File: src/rtl/imdct_engine_sched.sv
// Round-robin scheduler and external-port master for the shared IMDCT/FFT engine.
// One job per grant: load the frame, start the engine, then drain the result through a 2-deep FIFO.
module imdct_engine_sched #(
  parameter int DW      = 32,
  parameter int AW      = 10,
  parameter int TIMEOUT = 8191
) (
  input  logic          clk,
  input  logic          rst,
  input  logic [1:0]    req,
  input  logic [1:0]    cfg_tabidx,
  input  logic [1:0]    cfg_mode,
  input  logic [1:0]    cfg_func,
  input  logic [4:0]    es,
  output logic          gnt_id,
  output logic          busy,
  input  logic          in_valid,
  input  logic [DW-1:0] in_data,
  output logic          in_ready,
  output logic          out_valid,
  output logic [DW-1:0] out_data,
  output logic          out_last,
  input  logic          out_ready,
  output logic          job_end,
  output logic          job_err,
  output logic [DW-1:0] eng_din,
  output logic          eng_we,
  output logic          eng_ram_en,
  output logic [AW-1:0] eng_addr,
  output logic          eng_start,
  output logic          eng_tabidx,
  output logic          eng_mode,
  output logic          eng_func,
  output logic          eng_auto,
  output logic          eng_bit_rev,
  output logic [4:0]    eng_es,
  input  logic [DW-1:0] eng_dout,
  input  logic          eng_done
);
  localparam int TW = $clog2(TIMEOUT + 1);

  typedef enum logic [2:0] {S_IDLE, S_LOAD, S_START, S_WAIT, S_DRAIN, S_END} state_t;

  state_t        state;
  logic          ptr;
  logic [AW:0]   cnt;
  logic [TW-1:0] tmo;
  logic [AW:0]   last_idx;
  logic          gnt_next;
  logic          load_acc, issue, pop;
  logic [1:0]    occ;

  logic [DW:0]   fifo_mem [2];
  logic          wr_ptr, rd_ptr;
  logic [1:0]    fifo_cnt;
  logic          inflight, inflight_last;

  assign last_idx = eng_tabidx ? (AW+1)'(1023) : (AW+1)'(127);
  assign gnt_next = req[ptr] ? ptr : ~ptr;

  assign in_ready  = (state == S_LOAD);
  assign load_acc  = in_ready & in_valid;
  assign out_valid = (fifo_cnt != 2'd0);
  assign pop       = out_valid & out_ready;
  // Occupancy after this cycle's pop plus the word in flight; a new read is safe below 2.
  assign occ       = fifo_cnt - {1'b0, pop} + {1'b0, inflight};
  assign issue     = (state == S_DRAIN) && (cnt <= last_idx) && !occ[1];

  assign eng_we      = load_acc;
  assign eng_ram_en  = load_acc | issue;
  assign eng_addr    = (load_acc | issue) ? cnt[AW-1:0] : '0;
  assign eng_din     = load_acc ? in_data : '0;
  assign eng_auto    = 1'b0;
  assign eng_bit_rev = 1'b0;

  assign out_data = out_valid ? fifo_mem[rd_ptr][DW-1:0] : '0;
  assign out_last = out_valid & fifo_mem[rd_ptr][DW];

  always_ff @(posedge clk) begin
    if (rst) begin
      state      <= S_IDLE;
      ptr        <= 1'b0;
      cnt        <= '0;
      tmo        <= '0;
      busy       <= 1'b0;
      gnt_id     <= 1'b0;
      eng_start  <= 1'b0;
      job_end    <= 1'b0;
      job_err    <= 1'b0;
      eng_tabidx <= 1'b0;
      eng_mode   <= 1'b0;
      eng_func   <= 1'b0;
      eng_es     <= '0;
    end else begin
      eng_es <= es;
      case (state)
        S_IDLE: if (|req) begin
          gnt_id     <= gnt_next;
          ptr        <= ~gnt_next;
          eng_tabidx <= cfg_tabidx[gnt_next];
          eng_mode   <= cfg_mode[gnt_next];
          eng_func   <= cfg_func[gnt_next];
          cnt        <= '0;
          busy       <= 1'b1;
          state      <= S_LOAD;
        end
        S_LOAD: if (in_valid) begin
          cnt <= cnt + 1'b1;
          if (cnt == last_idx) begin
            eng_start <= 1'b1;
            state     <= S_START;
          end
        end
        S_START: begin
          eng_start <= 1'b0;
          tmo       <= '0;
          state     <= S_WAIT;
        end
        S_WAIT: begin
          // done takes precedence over an expiry in the same cycle
          if (eng_done) begin
            cnt   <= '0;
            state <= S_DRAIN;
          end else if (tmo == TW'(TIMEOUT - 1)) begin
            job_end <= 1'b1;
            job_err <= 1'b1;
            state   <= S_END;
          end else begin
            tmo <= tmo + 1'b1;
          end
        end
        S_DRAIN: begin
          if (issue) cnt <= cnt + 1'b1;
          if (pop && out_last) begin
            job_end <= 1'b1;
            job_err <= 1'b0;
            state   <= S_END;
          end
        end
        S_END: begin
          job_end <= 1'b0;
          job_err <= 1'b0;
          busy    <= 1'b0;
          state   <= S_IDLE;
        end
        default: state <= S_IDLE;
      endcase
    end
  end

  always_ff @(posedge clk) begin
    if (rst) begin
      wr_ptr        <= 1'b0;
      rd_ptr        <= 1'b0;
      fifo_cnt      <= 2'd0;
      inflight      <= 1'b0;
      inflight_last <= 1'b0;
    end else begin
      inflight      <= issue;
      inflight_last <= issue && (cnt == last_idx);
      if (inflight) wr_ptr <= ~wr_ptr;
      if (pop)      rd_ptr <= ~rd_ptr;
      fifo_cnt <= fifo_cnt + {1'b0, inflight} - {1'b0, pop};
    end
  end

  always_ff @(posedge clk) begin
    if (inflight) fifo_mem[wr_ptr] <= {inflight_last, eng_dout};
  end

endmodule
File: config.mk
export PLATFORM = sky130hd
export DESIGN_NAME = imdct_engine_sched
export DESIGN_NICKNAME = d
export VERILOG_FILES = /design/src/rtl/imdct_engine_sched.sv
export SDC_FILE = /design/constraint.sdc
export NUM_CORES = 1
export LEC_CHECK = 0
export CORE_MARGIN = 4
export CORE_UTILIZATION = 46
export CTS_CLUSTER_DIAMETER = 60
export DETAILED_ROUTE_END_ITERATION = 8
export HOLD_SLACK_MARGIN = 0.1
export PLACE_DENSITY = 0.81
export SLEW_MARGIN = 40
export SYNTH_ARGS = -nofsm -noshare
export SYNTH_HDL_FRONTEND = slang
export SYNTH_SLANG_ARGS = --single-unit
File: constraint.sdc
create_clock -name clk -period 3.38 [get_ports clk]
set_input_delay 0.507 -clock clk [delete_from_list [all_inputs] [get_ports clk]]
set_output_delay 0.507 -clock clk [all_outputs]
set_load 0.1 [all_outputs]
==> impl_summary.txt <==
----------------------------------------------------
[Final layout]
  Area growth from synthesis to layout ... 56.0%
  Count of placed standard cells in the final layout, fillers left out ... 801
  Antenna diode count ... 0
  Share of final-layout standard cells stronger than drive strength 1 ... roughly a quarter
  Post-layout nets ... 738
  Finished Cell Area ... just over 8000 µm²

[Worst setup path]
  Required time worst endpoint ... between 2000 and 3000 ps
  Cell breakdown of the critical path ... clkdlybuf4s50_1 > o21ai_0 > inv_1 > ha_1 > inv_1 > ha_1 > xnor3_1 > nand3_2 > inv_2 > a21oi_2 > buf_12 > clkinvlp_4 > buf_12
  Startpoint types ... primary input
  Startpoint of the lowest-slack register-to-register path ... fifo_cnt[0]$_SDFF_PP0_
  Slowest CP cell ... clkdlybuf4s50_1
  Setup slack, reg-to-reg ... about 700 ps
  Reg-to-reg critical path endpoint ... cnt[3]$_SDFFE_PP0P_
  Largest delay contributor family on the critical path ... buffers and inverters
  CP max stage delay ... about 400 ps
  Highest fanout seen on the critical path ... 15
  Crit path arrival time ... between 2000 and 3000 ps
  Kind of capture point of the worst setup path ... output port
  Depth of the most critical reg-to-reg path ... 10
  Worst Setup Path Type ... in -> out
  Worst path buffer plus inverter count ... 7

[Timing]
  Setup TNS ... 0 ps
  Slew at the pin with the worst max-slew slack ... 771 ps
  Max-slew violation total from the final report ... 0
  Post-Route Skew ... between 6 and 7 ps
  Number of hold violations in the final report ... 0
  Shortest period the worst path allows ... ~3200 ps
  Highest achievable clock rate ... approximately 310 MHz
  Period utilization ... 94.4%
  Hold slack final ... 449 ps
  Setup-violating endpoint count in the final report ... 0
  Max transition margin ... 48.6%
  Setup repair after global routing missed its margin ... no

[Floorplan]
  Die height ... approximately 110 µm
  Horizontal extent of the die ... between 100 and 150 µm
  Die Footprint ... 13000 µm²
  Cell row count ... 38
  Starting Density ... a little under half
  Core area ... roughly 11000 µm²
  Io pins ... around 180

[Synth]
  Post-synthesis sequential area ratio ... 56.8%
  Instance count of the mapped netlist ... 470
  Library cell occupying the most area in the post-synthesis netlist ... edfxtp_1
  Main combinational cell family by area after synthesis ... simple AND/OR/NAND/NOR gates
  Mux share of post-synthesis cell area ... under 10%
  Share of async-settable or async-resettable flops after synthesis ... 0%
  Post-synthesis share of cell area spent on and, or, nand and nor gates ... about a fifth
  Proportion of netlist area held by the largest area contributor ... 38.2%
  Share of the synthesized area in compound gates (AO/OA/AOI/OAI) ... under 10%
  Post-synthesis xor/xnor area fraction ... 1.45%
  Most common cell in the netlist ... edfxtp_1
  Post-synth EDFFs ... between 60 and 70
  Biggest area contributors in the synthesized netlist ... edfxtp_1 38%, dfxtp_1 19%, mux2i_1 7.1%, nor2_1 4.6%, and3_1 4.5%
  Netlist area before placement ... slightly above 5000 µm²
  Cell variety after synth ... 59
  Number of warning messages in the yosys log ... 0
  Register bit count reported by yosys ... between 100 and 150
  List of most frequent post-synthesis cells ... 66 x edfxtp_1, 63 x nor2_1, 48 x dfxtp_1
  Post-synth top flop ... edfxtp_1
  Synthesized area divided by synthesized cell count ... between 10 and 15 µm²
  Synthesized-area fraction occupied by adder cells ... around 1.9%

[Placement]
  Final HPWL DP ... approximately 9.5 mm
  # port buffers ... 173
  Cell area after placement ... about 7500 µm²
  GPL Wtd Cong ... approximately 0.88
  Inst Count DP ... slightly below 800

[Drt]
  Pre-Repair DR Iteration Count ... 5
  Met2 Routed Length ... about 6.7 mm
  Routed vias ... approximately 4300
  Total length of routed met3 wires ... 1.05 mm
  Number of violations reported at the end of detailed-routing iteration 0 ... around 220
  Uppermost signal routing layer after detailed routing ... met4
  Total length of routed wires ... 13.0 mm
  Count of nets left with antenna violations after detail routing ... 0
  Routed wirelength normalized by instance count ... between 15 and 20 µm
  Met1 layer wirelength in the final routing ... around 5.0 mm
  Final routed DRC violation total ... 0
  Per-cell via count in the routed design ... ~5.3

[Clock network]
  Clock transition at path regs ... approximately 50 ps
  Clock root cell ... clkbuf_16
  Clock Sinks ... around 110
  TritonCTS clock tree ... built
  Clock network latency to the later pin of the worst-skew pair ... ~400 ps
  H-Tree Depth ... 4
  Max clock buf depth ... 2
  Total clock buffers created by CTS ... 17

[Min path]
  Worst hold path startpoint ... inflight_last$_SDFF_PP0_
  Hold-critical path depth ... 0
  Kind of path behind the tightest hold check ... reg -> reg
  Worst Hold End ... fifo_mem[1][32]$_DFFE_PP_

[Power and ir drop]
  Power density over the cells ... about 850 nW/µm²
  Net switching power ... between 3 and 4 mW
  Combinational power share ... between 40% and 50%
  Peak supply drop ... about 750 µV
  Clock network fraction of design power ... 25.9%
  Leakage power ... 3.13 nW
  Share of total power consumed by net switching ... between 40% and 50%
  Sequential fraction of design power ... roughly a quarter
  Internal power ... about 3.6 mW

[Run status]
  Result of the run ... finished, final reports clean

[Global routing]
  Number of global-route vias before repair ... 4378
  Antenna violations before repair ... 0
  Sum of overflow across all layers after global routing ... 0
  Global Route Usage Sum ... 20.0%
  Maximum number of pins on one net before global-route repair ... 36
  First-pass GRT wire length ... about 21 mm

[Run]
  Maxcap violations ... 0

----------------------------------------------------
==> layer usage <==
metal	track usage, %	vias to the layer above
met5	0	-
met4	6.02	0
met3	6.45	16
met2	34.2	168
met1	24.1	1996
li1	-	2078
==> sequential cells by signal, summed over array words and instances (netlist names), 2 cells and up, named ones only <==
register and count:
fifo_mem 66, tmo 13, cnt 11, eng_es 5, fifo_cnt 2, state 3
==> cell type report <==
| class | count | area (µm²) |
|---|---|---|
| fillers | 721 | 2850 |
| flip-flops and latches | 114 | 2950 |
| clock inverters | 15 | 181 |
| multi-input cells | 306 | 2120 |
| repair buffers | 184 | 2150 |
| well taps | 140 | 175 |
| clock buffers | 17 | 425 |
| inverters | 25 | 97.6 |
==> cells in the final DEF (no fill, tap or decap), drive strengths merged, types with 5 or more instances in the layout <==
cell type | synthesis | layout
or3 | 8 | 8
nand2 | 15 | 15
nor2b | 11 | 11
o21ai | 12 | 12
clkdlybuf4s50 | 0 | 81
a211oi | 5 | 5
a21oi | 20 | 20
ha | 8 | 8
buf | 8 | 103
clkinv | 0 | 8
or4 | 8 | 8
inv | 25 | 27
and3 | 37 | 37
o211ai | 6 | 6
nand4 | 5 | 5
clkbuf | 18 | 17
edfxtp | 66 | 66
nand3 | 14 | 14
nor2 | 63 | 63
dfxtp | 48 | 48
mux2i | 37 | 37
==> power groups by stage <==
stage                     clock [mW]  combinational [mW]  sequential, mW
after floorplan                    0                2.36            1.83
after global routing            1.89                3.57            1.70
after CTS                       1.82                3.44            1.68
after global placement             0                3.41            1.70
final                           1.79                3.43            1.68
after detailed placement           0                3.42            1.70
==> cell families after synthesis <==
kind of cell	Yosys count
fa+ha+maj	8
simple gates	183
xor+xnor	7
mux	37
other cells	1
compound gates	69
flops	114
buf+inv	51
==> stage by stage <==
step | worst slack (ps) | utilization, % | total power, mW
final | 189 | 74.0 | 6.90
after detailed placement | 123 | 68.3 | 5.13
after floorplan | 6.36 | - | 4.20
after global routing | 6.40 | 74.0 | 7.16
after CTS | 90.8 | 73.9 | 6.93
after global placement | 193 | 68.7 | 5.11
==> worst max-delay path by stage <==
stage,start,depth (start not counted),to
finish,out_ready,13,eng_ram_en
CTS,out_ready,13,eng_ram_en
detailed placement,out_ready,13,eng_ram_en
floorplan,eng_tabidx$_SDFFE_PP0P_,8,eng_ram_en
global route,out_ready,13,eng_addr[8]
global placement,out_ready,13,eng_ram_en
==> timing repair <==
item | in CTS | in global routing
resized for setup | 0 | 3
setup endpoints to repair | 0 | 11
setup buffers | 0 | 0
hold buffers | 0 | 0
Power figures use the tool's default switching activity.
